### config.mk
export PLATFORM = sky130hd
export DESIGN_NAME = tap_controller
export DESIGN_NICKNAME = d
export VERILOG_FILES = /design/src/rtl/jtag_pkg.sv /design/src/rtl/tap_clock_gate.sv /design/src/rtl/tap_controller.sv
export SDC_FILE = /design/constraint.sdc
export NUM_CORES = 1
export LEC_CHECK = 0
export CAP_MARGIN = 20
export CELL_PAD_IN_SITES_DETAIL_PLACEMENT = 2
export CELL_PAD_IN_SITES_GLOBAL_PLACEMENT = 2
export CORE_MARGIN = 4
export CORE_UTILIZATION = 26
export DETAILED_ROUTE_END_ITERATION = 7
export PLACE_DENSITY_LB_ADDON = 0.1
export SLEW_MARGIN = 20
export SYNTH_ARGS = -nofsm -noshare
export SYNTH_HDL_FRONTEND = slang
export SYNTH_SLANG_ARGS = --single-unit
### constraint.sdc
create_clock -name tck -period 3.75 [get_ports tck]
set_input_delay 0.75 -clock tck [delete_from_list [all_inputs] [get_ports tck]]
set_output_delay 0.75 -clock tck [all_outputs]
set_load 0.05 [all_outputs]
### src/rtl/jtag_pkg.sv
// IEEE 1149.1 TAP state encoding shared by the controller, instruction register and tdo mux.
// Latency: n/a (types only).
// Backpressure: n/a.
package jtag_pkg;

   // Codes are the standard 1149.1 assignment. Downstream blocks decode them directly,
   // so the values must not be renumbered.
   typedef enum logic [3:0] {
      TLR    = 4'hF,
      RTI    = 4'hC,
      SEL_DR = 4'h7,
      CAP_DR = 4'h6,
      SH_DR  = 4'h2,
      EX1_DR = 4'h1,
      PAU_DR = 4'h3,
      EX2_DR = 4'h0,
      UPD_DR = 4'h5,
      SEL_IR = 4'h4,
      CAP_IR = 4'hE,
      SH_IR  = 4'hA,
      EX1_IR = 4'h9,
      PAU_IR = 4'hB,
      EX2_IR = 4'h8,
      UPD_IR = 4'hD
   } tap_state_t;

endpackage

### src/rtl/tap_clock_gate.sv
// Gated test clock: enable registered on falling tck, ANDed with tck.
// Latency: enable takes effect on the rising tck after the falling edge that samples it.
// Backpressure: none; reset clears the enable at once, so the gated clock drops immediately.
module tap_clock_gate (
   input  logic clk,
   input  logic rst,
   input  logic en_next,
   output logic gated_clk
);

   logic en;

   // Enable changes only while clk is low, so clk & en cannot glitch.
   always_ff @(negedge clk or posedge rst) begin
      if (rst) en <= 1'b0;
      else     en <= en_next;
   end

   assign gated_clk = clk & en;

endmodule

### src/rtl/tap_controller.sv
// 1149.1 TAP controller: 16-state TMS FSM, decoded strobes and gated DR/IR clocks.
// Latency: state moves on rising tck; update/tdo_en/tl_reset follow on the next falling tck.
// Backpressure: none; tms is consumed on every rising tck, trst forces TEST_LOGIC_RESET asynchronously.
module tap_controller
   import jtag_pkg::*;
(
   input  logic       tck,
   input  logic       trst,
   input  logic       tms,
   output logic [3:0] state,
   output logic       captureDR,
   output logic       shiftDR,
   output logic       clockDR,
   output logic       updateDR,
   output logic       captureIR,
   output logic       shiftIR,
   output logic       clockIR,
   output logic       updateIR,
   output logic       select,
   output logic       tdo_en,
   output logic       tl_reset
);

   tap_state_t cur_state;
   tap_state_t nxt_state;

   // State register: advances on rising tck, trst forces TLR regardless of tck.
   always_ff @(posedge tck or posedge trst) begin
      if (trst) cur_state <= TLR;
      else      cur_state <= nxt_state;
   end

   // Next-state table; the IR column mirrors the DR column.
   always_comb begin
      nxt_state = cur_state;
      case (cur_state)
         TLR:     nxt_state = tms ? TLR    : RTI;
         RTI:     nxt_state = tms ? SEL_DR : RTI;
         SEL_DR:  nxt_state = tms ? SEL_IR : CAP_DR;
         CAP_DR:  nxt_state = tms ? EX1_DR : SH_DR;
         SH_DR:   nxt_state = tms ? EX1_DR : SH_DR;
         EX1_DR:  nxt_state = tms ? UPD_DR : PAU_DR;
         PAU_DR:  nxt_state = tms ? EX2_DR : PAU_DR;
         EX2_DR:  nxt_state = tms ? UPD_DR : SH_DR;
         UPD_DR:  nxt_state = tms ? SEL_DR : RTI;
         SEL_IR:  nxt_state = tms ? TLR    : CAP_IR;
         CAP_IR:  nxt_state = tms ? EX1_IR : SH_IR;
         SH_IR:   nxt_state = tms ? EX1_IR : SH_IR;
         EX1_IR:  nxt_state = tms ? UPD_IR : PAU_IR;
         PAU_IR:  nxt_state = tms ? EX2_IR : PAU_IR;
         EX2_IR:  nxt_state = tms ? UPD_IR : SH_IR;
         UPD_IR:  nxt_state = tms ? SEL_DR : RTI;
         default: nxt_state = TLR;
      endcase
   end

   // Pure state decodes: stable across the rising tck that leaves the state,
   // so registers clocked by clockDR/clockIR see the value of the state they are leaving.
   assign state     = cur_state;
   assign captureDR = (cur_state == CAP_DR);
   assign shiftDR   = (cur_state == SH_DR);
   assign captureIR = (cur_state == CAP_IR);
   assign shiftIR   = (cur_state == SH_IR);
   assign select    = cur_state inside {SEL_IR, CAP_IR, SH_IR, EX1_IR, PAU_IR, EX2_IR, UPD_IR};

   logic en_dr_next;
   logic en_ir_next;

   assign en_dr_next = cur_state inside {CAP_DR, SH_DR};
   assign en_ir_next = cur_state inside {CAP_IR, SH_IR};

   tap_clock_gate u_dr_gate (
      .clk       (tck),
      .rst       (trst),
      .en_next   (en_dr_next),
      .gated_clk (clockDR)
   );

   tap_clock_gate u_ir_gate (
      .clk       (tck),
      .rst       (trst),
      .en_next   (en_ir_next),
      .gated_clk (clockIR)
   );

   // Falling-edge strobes: one full tck period wide, centred on the rising edge that leaves the state.
   always_ff @(negedge tck or posedge trst) begin
      if (trst) begin
         updateDR <= 1'b0;
         updateIR <= 1'b0;
         tdo_en   <= 1'b0;
         tl_reset <= 1'b1;
      end else begin
         updateDR <= (cur_state == UPD_DR);
         updateIR <= (cur_state == UPD_IR);
         tdo_en   <= cur_state inside {SH_DR, SH_IR};
         tl_reset <= (cur_state == TLR);
      end
   end

endmodule
==> summary.txt <==
Worst setup path
  • Worst setup SP type: register
  • CP top delay family: flip-flops
  • Worst Path Arrival: 2.98 ns
  • Critical-path cell list: buf_12
  • Slowest stage delay, CP: 0.54 ns
  • Crit path required time: 3.00 ns
  • CP Capture Type: output pin
  • Reg2Reg Setup Slack: 0.84 ns
  • Slowest cell on the critical path: dfstp_2
  • Max FO, Critical Path: 1
  • Crit Path Class: reg -> out
  • Bufs and invs on worst path: 1

STA
  • Clock skew: 0.0638 ns
  • Measured slew at the worst slew-check pin: 0.505 ns
  • Relative slew margins: 66.2%
  • Hold Slack: 0.595 ns
  • Accumulated negative setup slack: 0 ns
  • RSZ-0062 raised after global routing: yes
  • Final Max Slew Viols: 0
  • Hold Vio Cnt, Final: 0
  • Setup Viol. Count Final: 0

Yosys
  • Mean post-synth cell area: 9.89 sq um
  • Yosys warnings: 0
  • FF+latch count, synth: 10
  • Post-Syn Nets: 55
  • Post-Syn Area: 514 sq um
  • Mapped Cells: 52
  • Post-synthesis sequential area ratio: 49.9%
  • Number of library cell types mapped by synthesis: 22

Route
  • Avg Vias per Cell: 4.51
  • 1st-iter DRT viols: 3
  • Routed Antenna Nets: 0
  • DRT Wirelength: 1.32 mm
  • Vias: 451
  • First drt pass iteration count: 2
  • Drt wl/cell: 13.2 microns
  • DRC Markers: 0

CTS
  • CTS tree: built
  • Clk Latency, worst-skew pair: 0.44 ns
  • Clk slew on worst S/H paths: 0.07 ns

Global route
  • Global route total overflow: 0
  • Gr usage total: 12.6%
  • Vias in the first global route: 542
  • Pin count of the biggest net entering global routing: 11
  • Initial antenna violation count: 0
  • First-pass GRT wire length: 2.33 mm

Place
  • Port Buffers: 17
  • Post-DP HPWL: 999 microns
  • GPL Wtd Cong: 0.795

Final layout
  • Area Overhead vs Synth: 51.6%
  • Footprint of the multi-input gates: 189 sq um
  • Register area: 256 sq um
  • Fillers: 209
  • Ant. Diodes: 0
  • Final #Nets: 78
  • Final core utilization: 43.3%
  • Layout cell share with drive strength beyond 1: 29.3%

Die
  • Placement row count: 15
  • Die span in y: 52.5 microns
  • Die width: 52.5 microns
  • # IOs: 18
  • Core ar.: 1800 sq um
  • DIE AREA: 2750 sq um
  • Initial Utilization: 28.5%

Flow run
  • Max Cap Viol: 0

Outcome
  • Run status: completed

Worst hold path
  • Hold Crit Class: reg -> reg
-- state kept, by name (all words and copies together) (netlist names) --
| signal | count |
|---|---|
| tdo_en | 1 |
| updateDR | 1 |
| u_ir_gate.en | 1 |
| updateIR | 1 |
| u_dr_gate.en | 1 |
| state | 4 |
| tl_reset | 1 |
-- per-layer routing --
layer / part of all wire (%) / GRT usage (%) / vias up
met3: 7.2 / 6.84 / 4
li1: - / - / 212
met2: 52 / 17.6 / 18
met5: 0 / 0 / -
met4: 1.6 / 12.8 / 0
met1: 39 / 12.7 / 217
-- per-stage QoR --
| stage | cells | instance area [sq um] | setup slack [ns] |
|---|---|---|---|
| after floorplan | 52 | 514 | 0.348 |
| after global placement | 91 | 714 | -0.125 |
| after detailed placement | 91 | 714 | -0.138 |
| after CTS | 100 | 769 | -0.00813 |
| after global routing | 100 | 779 | -0.0329 |
| final | 100 | 779 | 0.0174 |
-- synthesized netlist by cell type (all sizes together) --
cell    number  area share, %
nor2b        1            1.2
nand2        6            5.8
or2b         1            1.5
a211oi       1            1.5
and2         2            2.4
a21oi        2            1.9
a221o        1            1.9
buf          4            9.5
a22o         1            1.7
nor3         2            1.9
a21o         1            1.5
a41oi        1            1.7
dfrtn        5             24
or3b         1            1.7
inv          6            4.4
nand2b       1            2.7
o21ai        3            2.9
nor2         8            5.8
dfstp        5             26
-- final timing paths --
kind	start	end	cells after the start
min	state[2]$_DFF_PP1_	state[2]$_DFF_PP1_	2
max in group asynchronous	trst	tdo_en$_DFF_NP0_	3
max reg2reg	state[3]$_DFF_PP1_	updateDR$_DFF_NP0_	3
min reg2reg	state[2]$_DFF_PP1_	state[2]$_DFF_PP1_	2
min in group asynchronous	trst	state[1]$_DFF_PP1_	2
max	tl_reset$_DFF_NP1_	tl_reset	1
-- cell type report --
| class | instances | area share [%] |
|---|---|---|
| sequential | 10 | 32.9 |
| timing repair buffer | 16 | 25.4 |
| multi-input combinational | 32 | 24.2 |
| clock buffer | 11 | 10.6 |
| tap | 25 | 4.01 |
| inverter | 5 | 2.41 |
| clock inverter | 1 | 0.482 |
-- worst reg2reg max path: cells and delay by family, from the launching register on --
kind	cells	cell delay (ns)
flip-flops	1	0.61
AND/OR/NAND/NOR	2	0.16
buffers and inverters	1	0.13
-- cell usage in the layout, fill, tap and decap left out --
cell type and count:
nor2b_1 1, buf_6 2, or3b_1 1, a22o_1 1
clkdlybuf4s50_1 11, buf_12 4, dfstp_2 5, a211oi_1 1
and2_1 1, nand2_1 5, a21o_1 1, and2_4 1
o21ai_0 3, clkbuf_1 2, clkbuf_4 7, nor3_1 2
dfrtn_1 5, a221o_1 1, nand2_4 1, a21oi_1 2
a41oi_1 1, buf_4 1, inv_1 6, nand2b_4 1
or2b_1 1, nor2_1 8
-- what timing repair did --
item,in CTS,in global routing
pin swaps,0,0
endpoints found under the hold margin,0,0
gates resized for setup,12,3
setup endpoints to repair,5,5
setup buffers,0,0
hold buffers,0,0
-- kinds of logic after synthesis --
logic type | after synthesis | synth area share [%]
buffers and inverters | 10 | 13.9
and+or+nand+nor | 22 | 23.1
DFF | 10 | 49.9
AOI/OAI and AO/OA | 10 | 13.1
Power is left out: the tool's default activity adds up to more than one toggle a clock period on the data nets, which glitch-free logic cannot reach.
